--- config.mk ---
export PLATFORM = sky130hd
export DESIGN_NAME = shared_mem_arbiter
export DESIGN_NICKNAME = d
export VERILOG_FILES = /design/src/rtl/shared_mem_arbiter.sv
export SDC_FILE = /design/constraint.sdc
export NUM_CORES = 1
export LEC_CHECK = 0
export ABC_AREA = 1
export BUFFER_PORTS_ARGS = -buffer_cell sky130_fd_sc_hd__clkbuf_2
export CAP_MARGIN = 10
export CORE_UTILIZATION = 42
export CTS_CLUSTER_SIZE = 20
export DETAILED_ROUTE_END_ITERATION = 16
export PLACE_DENSITY = 0.85
export SYNTH_ARGS = -nofsm -noshare
export SYNTH_HDL_FRONTEND = slang
export SYNTH_SLANG_ARGS = --single-unit
--- constraint.sdc ---
create_clock -name soc_clk -period 1.8 [get_ports soc_clk]
set_input_delay 0.45 -clock soc_clk [delete_from_list [all_inputs] [get_ports soc_clk]]
set_output_delay 0.45 -clock soc_clk [all_outputs]
set_load 0.005 [all_outputs]
--- src/rtl/shared_mem_arbiter.sv ---
// shared_mem_arbiter: round-robin arbiter giving four CPUs fixed-latency access to one single-port SRAM.
// Optional Logic Analyzer requester with absolute priority when SHARED_MEM_LA_PORT_EN is defined.
module shared_mem_arbiter #(
    parameter int AW = 9,
    parameter int DW = 16
) (
    input  logic            soc_clk,
    input  logic            soc_rst,
    input  logic [3:0]      req_en,
    input  logic [3:0]      req_rw,
    input  logic [4*AW-1:0] req_addr,
    input  logic [4*DW-1:0] req_wdata,
    output logic [3:0]      ack,
    output logic [DW-1:0]   rdata,
    output logic            busy,
    output logic            en_to_memB,
    output logic            rw_to_mem,
    output logic [AW-1:0]   addr_to_mem,
    output logic [DW-1:0]   data_to_mem,
    input  logic [DW-1:0]   data_from_mem
`ifdef SHARED_MEM_LA_PORT_EN
    ,
    input  logic            la_req,
    input  logic            la_rw,
    input  logic [AW-1:0]   la_addr,
    input  logic [DW-1:0]   la_wdata,
    output logic            la_ack
`endif
);
    localparam logic [1:0] IDLE   = 2'd0;
    localparam logic [1:0] ACCESS = 2'd1;
    localparam logic [1:0] RESP   = 2'd2;

    logic [1:0]    state;
    logic [1:0]    last_grant;
    logic [1:0]    idx;
    logic [1:0]    pick;
    logic          rw_q;
    logic          la_q;
    logic [AW-1:0] addr_q;
    logic [DW-1:0] wdata_q;
    logic [DW-1:0] rdata_q;
    logic          la_req_i;
    logic          la_rw_i;
    logic [AW-1:0] la_addr_i;
    logic [DW-1:0] la_wdata_i;

`ifdef SHARED_MEM_LA_PORT_EN
    assign la_req_i   = la_req;
    assign la_rw_i    = la_rw;
    assign la_addr_i  = la_addr;
    assign la_wdata_i = la_wdata;
    assign la_ack     = state == RESP && la_q;
`else
    assign la_req_i   = 1'b0;
    assign la_rw_i    = 1'b0;
    assign la_addr_i  = '0;
    assign la_wdata_i = '0;
`endif

    // Descending scan so the nearest requester after last_grant wins; k=4 wraps to last_grant itself.
    always_comb begin
        pick = last_grant;
        for (int k = 4; k >= 1; k--)
            if (req_en[last_grant + 2'(k)]) pick = last_grant + 2'(k);
    end

    always_ff @(posedge soc_clk) begin
        if (soc_rst) begin
            state      <= IDLE;
            last_grant <= 2'd3;
            idx        <= 2'd0;
            rw_q       <= 1'b0;
            la_q       <= 1'b0;
            addr_q     <= '0;
            wdata_q    <= '0;
            rdata_q    <= '0;
        end else if (state == IDLE) begin
            if (la_req_i || |req_en) begin
                state   <= ACCESS;
                la_q    <= la_req_i;
                idx     <= pick;
                rw_q    <= la_req_i ? la_rw_i : req_rw[pick];
                addr_q  <= la_req_i ? la_addr_i : req_addr[pick*AW +: AW];
                wdata_q <= la_req_i ? la_wdata_i : req_wdata[pick*DW +: DW];
            end
        end else if (state == ACCESS) begin
            state <= RESP;
        end else begin
            state <= IDLE;
            if (!rw_q) rdata_q <= data_from_mem;
            if (!la_q) last_grant <= idx;
        end
    end

    assign busy        = state != IDLE;
    assign en_to_memB  = state != ACCESS;
    assign rw_to_mem   = state == ACCESS ? ~rw_q : 1'b1;
    assign addr_to_mem = addr_q;
    assign data_to_mem = wdata_q;
    assign ack         = (state == RESP && !la_q) ? 4'b0001 << idx : 4'b0000;
    // Read data arrives during RESP, so it is passed through in the ack cycle and held afterwards.
    assign rdata       = (state == RESP && !rw_q) ? data_from_mem : rdata_q;
endmodule

==> impl_results.md, run 1 <==
* CP Data Required Time at 1350 ps
* Post-layout util at 0.6555
* Arr. time, crit path at 1430 ps
* Synth Area in Adders at 0
* R2r setup slk at -20 ps
* Vias in the first global route at 3,502
* Post-Layout Cell Count at 896
* CP Class: register to output pin
* Crit-path max cell delay at 340 ps
* CP Cell Sequence: inv_2 -> nor2_4 -> nand2_4 -> mux2_4 -> buf_6
* Synth Net Count at 727
* Tot GR Track Use at 0.2252
* Worst-Margin Slew at 474.7 ps
* ANT nets after route at 0
* Xor/xnor share of the synthesized area at 0
* Via density at 4.798
* I/O pins at 174
* EDFF count, synth at 0
* Largest cells by area after synthesis: dfxtp_1, nand3_1, inv_1
* First-pass GRT wire length at 15,810 um
* CP Max Fanout at 8
* Sequential share of the synthesized area at 0.2722
* Drt initial violations at 208
* Clock Tree Root: clkbuf_8
* Leak at 3.325 nW
* # diodes at 0
* Syn_area_per_cell at 5.873 um2
* Hold Path Class: input port to register
* Overall Power at 4.428 mW
* Synth Flop Type: dfxtp_1
* CTS Buf Count at 5
* Post-Synth Simple-Gate Area at 0.4491
* Slew HR at 0.6832
* Achievable frequency at 531.6 MHz
* Worst reg2reg startpoint: last_grant[1]
* CP Capture Type: output pin
* FILL cells at 758
* Power Density at 826.3 mW/mm2
* WP buf/inv at 2
* Synth cell count leaders: inv_1, nand2_1, nand3_1
* Outcome: finished with violations
* Synthesis-stage register bit count at 48
* DR WL/cell at 12.82 um
* Sink Count at 48
* Placer Congestion at 0.8231
* Final setup viols at 19
* Crit path time final at 1881 ps
* Critical Path Start: state[1]
* Main combinational cell family by area after synthesis: simple AND/OR/NAND/NOR gates
* Max Cap Viol at 0
* Nets at 916
* Core area at 0.008175 mm2
* Fraction of synthesized area in multiplexers at 0.05105
* Crit-path slowest cell: dfxtp_2
* Biggest area consumer among synthesized cells: dfxtp_1
* Min-Delay Startpoint: data_from_mem[15]
* Post-route setup slack at -81.16 ps
* Final WL at 11,490 um
* YS warnings at 0
* Placed Cells incl. Taps at 870
* Hpwl dp at 7455 um
* Critical Path Source Type: register
* Family with the most delay on the worst path: flip-flops
* Pins Over Slew Limit at 0
* Reg clk slew, reported paths at 100 ps
* Synth cell types at 23
* H-tree levels at 2
* Top-count cell post-synth: inv_1
* CTS max path bufs at 2
* Post-Syn Instances at 601
* Compound-Gate Fraction of Synth Area at 0.03049
* Placed cell area at 0.004606 mm2
* Grt total ovfl at 0
* Die area at 0.008774 mm2
* Initial antenna violation count at 0
* Largest net degree at the start of global routing at 49
* Via count at 4,299
* Clock skew at 7.955 ps
* Initial Util at 0.4317
* DR pass1 iterations at 4
* DRC errors left at 0
* Std-Cell Rows at 33
* Share of layout cells above drive strength 1 at 0.4083
* Die width at 93.67 um
* Netlist Area Pre-Place at 0.003530 mm2
* Final hold violations at 0
* Design Area, Final at 0.005359 mm2
* Final period util at 1.045
* Violated checks: setup timing
* TritonCTS clock tree: done
* Port bufs at 173
* Synth top area share at 0.2722
* Post-synthesis async set-or-reset flop share at 0
* Layout area overhead at 51.83%
* Register area at 969.7 um2
* Die height at 93.67 um
* RSZ-0062 raised after global routing: true
* Clk Latency, worst-skew pair at 300 ps
* Worst VDD drop at 357.0 uV
* Area occupied by multi-input gates at 0.002205 mm2
[path summary, 6_finish.rpt]
check                                      end  cells after the start
worst min register to register     rdata_q[15]                      2
worst max register to register  data_to_mem[7]                     14
worst min-delay path               rdata_q[15]                      3
worst max-delay path                  rdata[2]                      5
[kinds of logic after synthesis]
logic type      Yosys count
buf+inv                 166
compound gates           20
mux                      16
flops                    48
simple gates            351
[state kept, by name, indices dropped and copies added, names as in the netlist]
name / cells
data_to_mem: 16
rdata_q: 16
addr_to_mem: 9
idx: 2
last_grant: 2
state: 2
rw_q: 1
[layer usage]
metal	routed length, um	GRT usage	share of wire
met1	4878	0.2812	0.42
met2	5784	0.3799	0.50
met3	671	0.05097	0.058
met4	156	0.07821	0.014
met5	0	0	0
[final cells by class]
cell class | instances | share of cell area
multi-input combinational | 389 | 0.4114
timing repair buffer | 213 | 0.2657
sequential | 48 | 0.1809
inverter | 133 | 0.09596
tap | 105 | 0.02452
clock buffer | 5 | 0.01284
clock inverter | 3 | 0.008639
[worst reg2reg max path, delay by kind of cell, from the launching register on]
family        cells  cell delay [ps]
flops             1              400
buf+inv           5              560
simple gates      9              790
[per-stage QoR]
stage	hold WS, ps	worst slack [ps]	TNS [ps]
6_report	382.5	-81.16	-863.7
5_1_grt	369.6	-172.5	-4008
4_1_cts	370.5	-80.88	-874.7
3_5_place_dp	497.9	-27.71	-317.8
3_3_place_gp	488.2	-17.50	-17.50
2_1_floorplan	472.2	48.34	0
[cells in the final DEF, fill, tap and decap left out, drive strengths merged]
| master | instances |
|---|---|
| buf | 33 |
| bufinv | 1 |
| clkbuf | 185 |
| clkinvlp | 1 |
| dfxtp | 48 |
| inv | 134 |
| mux2 | 16 |
| nand2 | 135 |
| nand3 | 127 |
| nand3b | 3 |
| nor2 | 84 |
| nor3 | 2 |
| nor4 | 1 |
| o211ai | 3 |
| o21ai | 17 |
| or2 | 1 |
[power breakdown]
group          internal [mW]  switching [mW]
Clock                  0.419           0.392
Combinational           1.08            1.22
Sequential              1.22           0.101
[timing repair]
| action | CTS | global route |
|---|---|---|
| cloned | 1 | 10 |
| hold buffers | 0 | 0 |
| pin swaps | 2 | 49 |
| gates resized for setup | 8 | 78 |
| hold endpoints to repair | 0 | 0 |
| buffers inserted | 0 | 7 |
| setup endpoints to repair | 40 | 43 |
Power figures use the tool's default switching activity.
==> run 2, diff against run 1 <==
==> constraint.sdc (replaced) <==
create_clock -name soc_clk -period 1.8 [get_ports soc_clk]
set_input_delay 0.18 -clock soc_clk [delete_from_list [all_inputs] [get_ports soc_clk]]
set_output_delay 0.18 -clock soc_clk [all_outputs]
set_load 0.005 [all_outputs]
==> run 2 against run 1 <==
Against the previous run: the run still ends with setup timing left; count of clock-buffer cells in the layout stayed put; combinational power is 6% higher; via count is 5.8% higher; global-route usage is 0.94 points higher; register-to-register slack hardly changed; sequential power hardly changed; critical path type is now register to register; largest power group unchanged; highest routed layer unchanged.
==> impl_results.md, run 2 (synthesized netlist as in run 1, its figures left out) <==
* Final WL at 12,880 um (+12%)
* Drt initial violations at 346 (+66%)
* Die area at 0.008774 mm2 (unchanged)
* Std-Cell Rows at 33 (unchanged)
* Power Density at 851.0 mW/mm2 (+3.0%)
* TNS Setup at -12.94 ps (+850.8 ps)
* Post-route setup slack at -12.94 ps (+68.23 ps)
* DR WL/cell at 14.55 um (+13%)
* Vias in the first global route at 3,761 (+7.4%)
* Reg clk slew, reported paths at 100 ps (about the same)
* Final setup viols at 1 (-18)
* Leak at 3.338 nW (+0.39%)
* Die height at 93.67 um (unchanged)
* CP Max Fanout at 8 (unchanged)
* Grt total ovfl at 0 (unchanged)
* Crit path time final at 1813 ps (-68.23 ps)
* Placer Congestion at 0.8090 (-1.7%)
* Setup WS pre-CTS at -35.29 ps (-7.582 ps)
* Violated checks: setup timing
* CTS max path bufs at 2 (unchanged)
* Reg power frac at 0.288 (-0.010)
* RSZ-0062 raised after global routing: true
* Sw Ratio at 0.4083 (+0.02097)
* TritonCTS clock tree: done
* Clock skew at 6.456 ps (-1.499 ps)
* I/O pins at 174 (unchanged)
* Sink Count at 48 (unchanged)
* CP Data Required Time at 2020 ps (+670 ps)
* Psw at 1.880 mW (+9.6%)
* ANT nets after route at 0 (unchanged)
* DR pass1 iterations at 5 (+1)
* Largest net degree at the start of global routing at 50 (+2.0%)
* Die width at 93.67 um (unchanged)
* Slew HR at 0.6665 (-0.01667)
* H-tree levels at 2 (unchanged)
* Int Pwr at 2.725 mW (+0.44%)
* Worst-Margin Slew at 499.7 ps (+24.97 ps)
* Hold Path Class: input port to register
* # diodes at 0 (unchanged)
* Clock Tree Root: clkbuf_8
* Achievable frequency at 551.6 MHz (+3.8%)
* Via density at 5.138 (+7.1%)
* Port bufs at 173 (unchanged)
* First-pass GRT wire length at 16,570 um (+4.8%)
* Power share of the clock group at 0.181 (-0.002)
* CP Class: register to register
* Worst VDD drop at 450.2 uV (+26%)
* CTS Buf Count at 5 (unchanged)
* Critical Path Source Type: register
* Core area at 0.008175 mm2 (unchanged)
* Max Cap Viol at 0 (unchanged)
* Hpwl dp at 7676 um (+3.0%)
* Initial antenna violation count at 0 (unchanged)
* Clk Latency, worst-skew pair at 310 ps (about the same)
* Share of layout cells above drive strength 1 at 0.4526 (+0.04422)
* Tot GR Track Use at 0.2346 (+0.009404)
* FILL cells at 691 (-8.8%)
* Final hold violations at 0 (unchanged)
* CP Capture Type: register
* DRC errors left at 0 (unchanged)
* Nets at 905 (-1.2%)
* Arr. time, crit path at 2030 ps (+600 ps)
* R2r setup slk at -10 ps (about the same)
* Initial Util at 0.4317 (unchanged)
* Post-layout util at 0.6619 (+0.006428)
* Most frequent cells in the layout: clkbuf_2, inv_1, nand2_1
* Layout area overhead at 53.31%
* Logic pwr share at 0.531 (+0.012)
* Final period util at 1.007 (-0.03790)
* Pins Over Slew Limit at 0 (unchanged)
* Commonest non-fill, non-tap cell in the layout: clkbuf_2
* Outcome: finished with violations
* Via count at 4,547 (+5.8%)
-- run 2: changes by cell type in the layout (fill, tap and decap cells not counted), sizes merged --
cell	change
buf	-9
nand2	-2
-- run 2: per-layer routing --
metal	global-route usage	up-vias	share of wire
met2	0.4240	249	0.50
met3	0.03641	51	0.084
met4	0.06923	0	0.039
met1	0.2851	2069	0.38
li1	-	2178	-
met5	0	-	0
-- run 2: cell type report --
class                           count  area (um2)  area share
Sequential cell                    48       968.4      0.1790
Tap cell                          105       131.4     0.02428
Clock inverter                      3       46.29    0.008555
Clock buffer                        5       68.82     0.01272
Inverter                          133       511.7     0.09457
Timing Repair Buffer              204        1351      0.2497
Multi-Input combinational cell    387        2333      0.4312
-- run 2: repair_timing --
action	in CTS	in global routing
gates cloned	0	12
hold buffers	0	0
setup endpoints to repair	40	44
gates resized for setup	3	126
pin swaps	0	38
setup buffers	0	5
-- run 2: stage by stage --
step                hold WS [ps]  instance area, um2  std cells  total power [mW]
floorplan                  314.9                3530        601             2.446
global placement           413.1                4503        860             2.996
detailed placement         417.9                4503        860             3.019
CTS                        96.98                4627        868             3.839
global route               93.94                5411        885             4.867
finish                     82.39                5411        885             4.605
-- run 2: final timing paths --
kind	startpoint	end	depth (start not counted)
worst min register to register	state[1]	last_grant[0]	1
worst max register to register	last_grant[0]	data_to_mem[11]	15
worst max-delay path	last_grant[0]	data_to_mem[11]	15
worst min-delay path	soc_rst	state[1]	2
-- run 2: power by group through the flow --
stage / Clock (mW) / Sequential [mW] / Combinational [mW]
2_1_floorplan: 0 / 1.33 / 1.12
3_3_place_gp: 0 / 1.34 / 1.65
3_5_place_dp: 0 / 1.34 / 1.68
4_1_cts: 0.830 / 1.32 / 1.69
5_1_grt: 0.876 / 1.34 / 2.65
6_report: 0.832 / 1.33 / 2.44
-- run 2: critical path, cell delays in order (launching register included) --
cell       delay, ps
dfxtp_4          390
inv_6             90
nand2_2           40
nand2_1           50
nand2_1           70
nand2_1           80
inv_2             50
nand2_4           90
nand3_4          150
nand2_8          180
clkbuf_16        200
nand2_1           80
nand3_1           80
nand3_1           70
nand2_1           70
inv_1             30
==> run 3, diff against run 2 <==
--- a/config.mk
+++ b/config.mk
@@ -8,10 +8,10 @@
 export ABC_AREA = 1
 export BUFFER_PORTS_ARGS = -buffer_cell sky130_fd_sc_hd__clkbuf_2
 export CAP_MARGIN = 10
-export CORE_UTILIZATION = 42
+export CORE_UTILIZATION = 30
 export CTS_CLUSTER_SIZE = 20
 export DETAILED_ROUTE_END_ITERATION = 16
-export PLACE_DENSITY = 0.85
+export PLACE_DENSITY = 0.66
 export SYNTH_ARGS = -nofsm -noshare
 export SYNTH_HDL_FRONTEND = slang
 export SYNTH_SLANG_ARGS = --single-unit
==> run 3 against run 2 <==
Against the previous run: the flow now finishes without violations; global-route usage decreased by 5.5 points; cell count up 4.5%; first-iteration DRC count is 40% lower; flip-flop and latch count stayed put; non-clock buffer count decreased by 1; count of clock-buffer cells in the layout did not move; largest cell class unchanged; largest power group unchanged.
==> impl_results.md, run 3 (synthesized netlist as in run 1, its figures left out) <==
* Outcome: finished, final reports clean
* Commonest non-fill, non-tap cell in the layout: clkbuf_2
* Placed cell area at 0.004551 mm2 (+1.1%)
* Vias in the first global route at 3,941 (+4.8%)
* Final WL at 12,410 um (-3.6%)
* Worst hold slack at 97.44 ps (+15.04 ps)
* Power Density at 887.1 mW/mm2 (+4.2%)
* First-pass GRT wire length at 18,320 um (+11%)
* Hold Path Class: input port to register
* Post-route setup slack at 38.25 ps (+51.19 ps)
* Largest net degree at the start of global routing at 50 (unchanged)
* Arr. time, crit path at 1960 ps (-70 ps)
* Die width at 110.5 um (+18%)
* Via count at 4,269 (-6.1%)
* Hpwl dp at 8003 um (+4.3%)
* Critical Path Source Type: register
* Final period util at 0.9788 (-0.02844)
* Tot GR Track Use at 0.1792 (-0.05539)
* I/O pins at 174 (unchanged)
* Clock skew at 2.734 ps (-3.722 ps)
* Achievable frequency at 567.6 MHz (+2.9%)
* Pins Over Slew Limit at 0 (unchanged)
* Crit-path slowest cell: dfxtp_4
* WP buf/inv at 5 (+1)
* Reg clk slew, reported paths at 70 ps (-30 ps)
* # diodes at 0 (unchanged)
* Worst VDD drop at 500.3 uV (+11%)
* Max Cap Viol at 0 (unchanged)
* CP Max Fanout at 8 (unchanged)
* Clock Tree Root: clkbuf_16
* Family with the most delay on the worst path: simple AND/OR/NAND/NOR gates
* DR WL/cell at 13.42 um (-7.8%)
* Crit path time final at 1762 ps (-51.19 ps)
* Sink Count at 48 (unchanged)
* CP dominant cell by count: nand2_2
* CP Cell Sequence: inv_6 -> nand2_2 -> nand2_2 -> nand2_2 -> nand2_2 -> inv_2 -> nand2_4 -> nand3_4 -> buf_12 -> nand2_8 -> clkbuf_16 -> nand2_2 -> nand3_1 -> nand3_1 -> nand2_1 -> inv_1
* Via density at 4.615 (-10%)
* Leak at 3.225 nW (-3.4%)
* R2r worst-path depth at 16 (+1)
* Placer Congestion at 0.8269 (+2.2%)
* Layout area overhead at 48.49%
* CP Class: register to register
* Design Area, Final at 0.005241 mm2 (-3.1%)
* ANT nets after route at 0 (unchanged)
* Std-Cell Rows at 39 (+18%)
* Setup WS pre-CTS at -88.50 ps (-53.21 ps)
* Grt total ovfl at 0 (unchanged)
* H-tree levels at 2 (unchanged)
* Die area at 0.01220 mm2 (+39%)
* Initial antenna violation count at 0 (unchanged)
* Most frequent cells in the layout: clkbuf_2, inv_1, nand3_1
* CTS Buf Count at 5 (unchanged)
* TritonCTS clock tree: done
* Overall Power at 4.649 mW (+0.96%)
* CP Capture Type: register
* Nets at 907 (+0.22%)
* Final setup viols at 0 (-1)
* TNS Setup at 0 ps (+12.94 ps)
* Slew HR at 0.6504 (-0.01608)
* Clk Latency, worst-skew pair at 290 ps (-20 ps)
* Die height at 110.5 um (+18%)
* Worst-Margin Slew at 523.8 ps (+24.10 ps)
* Port bufs at 173 (unchanged)
* Initial Util at 0.3091 (-0.1226)
* Share of layout cells above drive strength 1 at 0.3721 (-0.08044)
* Crit-path max cell delay at 380 ps (about the same)
* DRC errors left at 0 (unchanged)
* Hold path cells at 2 (unchanged)
* DR pass1 iterations at 5 (unchanged)
* Final hold violations at 0 (unchanged)
* Drt initial violations at 207 (-40%)
* Hold buffer count at CTS at 0 (unchanged)
* CTS max path bufs at 2 (unchanged)
* Core area at 0.01142 mm2 (+40%)
* CP Depth at 16 (+1)
* CP Data Required Time at 1990 ps (-30 ps)
* RSZ-0062 raised after global routing: true
-- run 3: cell types whose count changed in the layout (fill, tap and decap cells not counted), sizes merged --
| cell | delta |
|---|---|
| nand2 | +3 |
| buf | -1 |
-- run 3: worst paths after layout --
kind                               startpoint             end  slack (ps)
worst max-delay path            last_grant[0]  addr_to_mem[8]          40
worst min-delay path                  soc_rst        state[1]         100
worst max register to register  last_grant[0]  addr_to_mem[8]          40
worst min register to register       state[1]   last_grant[1]         510
-- run 3: per-layer routing --
| metal | up-vias | global-route usage | routed length, um |
|---|---|---|---|
| li1 | 2189 | - | - |
| met1 | 1913 | 0.2320 | 5549 |
| met2 | 151 | 0.3027 | 5928 |
| met3 | 16 | 0.03238 | 747 |
| met4 | 0 | 0.05156 | 185 |
| met5 | - | 0 | 0 |
-- run 3: layout make-up --
cell class | instances | area (um2)
Timing Repair Buffer | 203 | 1335
Multi-Input combinational cell | 390 | 2074
Inverter | 133 | 511.7
Sequential cell | 48 | 969.7
Fill cell | 1231 | 6177
Tap cell | 143 | 178.9
Clock inverter | 3 | 46.29
Clock buffer | 5 | 125.1
-- run 3: metrics by stage --
step | std cells | util
floorplan | 601 | -
global placement | 898 | 0.3985
detailed placement | 898 | 0.3985
CTS | 906 | 0.4143
global route | 925 | 0.4590
finish | 925 | 0.4590
-- run 3: where the power goes --
group | total (mW) | leakage [nW] | internal [mW] | switching, mW
Combinational | 2.23 | 2.75 | 1.04 | 1.19
Clock | 1.09 | 0.0804 | 0.661 | 0.434
Sequential | 1.32 | 0.397 | 1.22 | 0.104
Total | 4.65 | 3.22 | 2.92 | 1.73
-- run 3: repair_timing --
item | CTS | global route
gates resized for setup | 3 | 55
setup buffers | 0 | 6
setup endpoints to repair | 42 | 43
cloned | 0 | 13
endpoints found under the hold margin | 0 | 0
pin swaps | 0 | 22
-- run 3: worst reg2reg max path: stages (launching register included) --
cell and delay (ps):
dfxtp_4 380, inv_6 100, nand2_2 50, nand2_2 60, nand2_2 60, nand2_2 60, inv_2 40, nand2_4 80
nand3_4 130, buf_12 180, nand2_8 90, clkbuf_16 150, nand2_2 40, nand3_1 60, nand3_1 70, nand2_1 80
inv_1 30
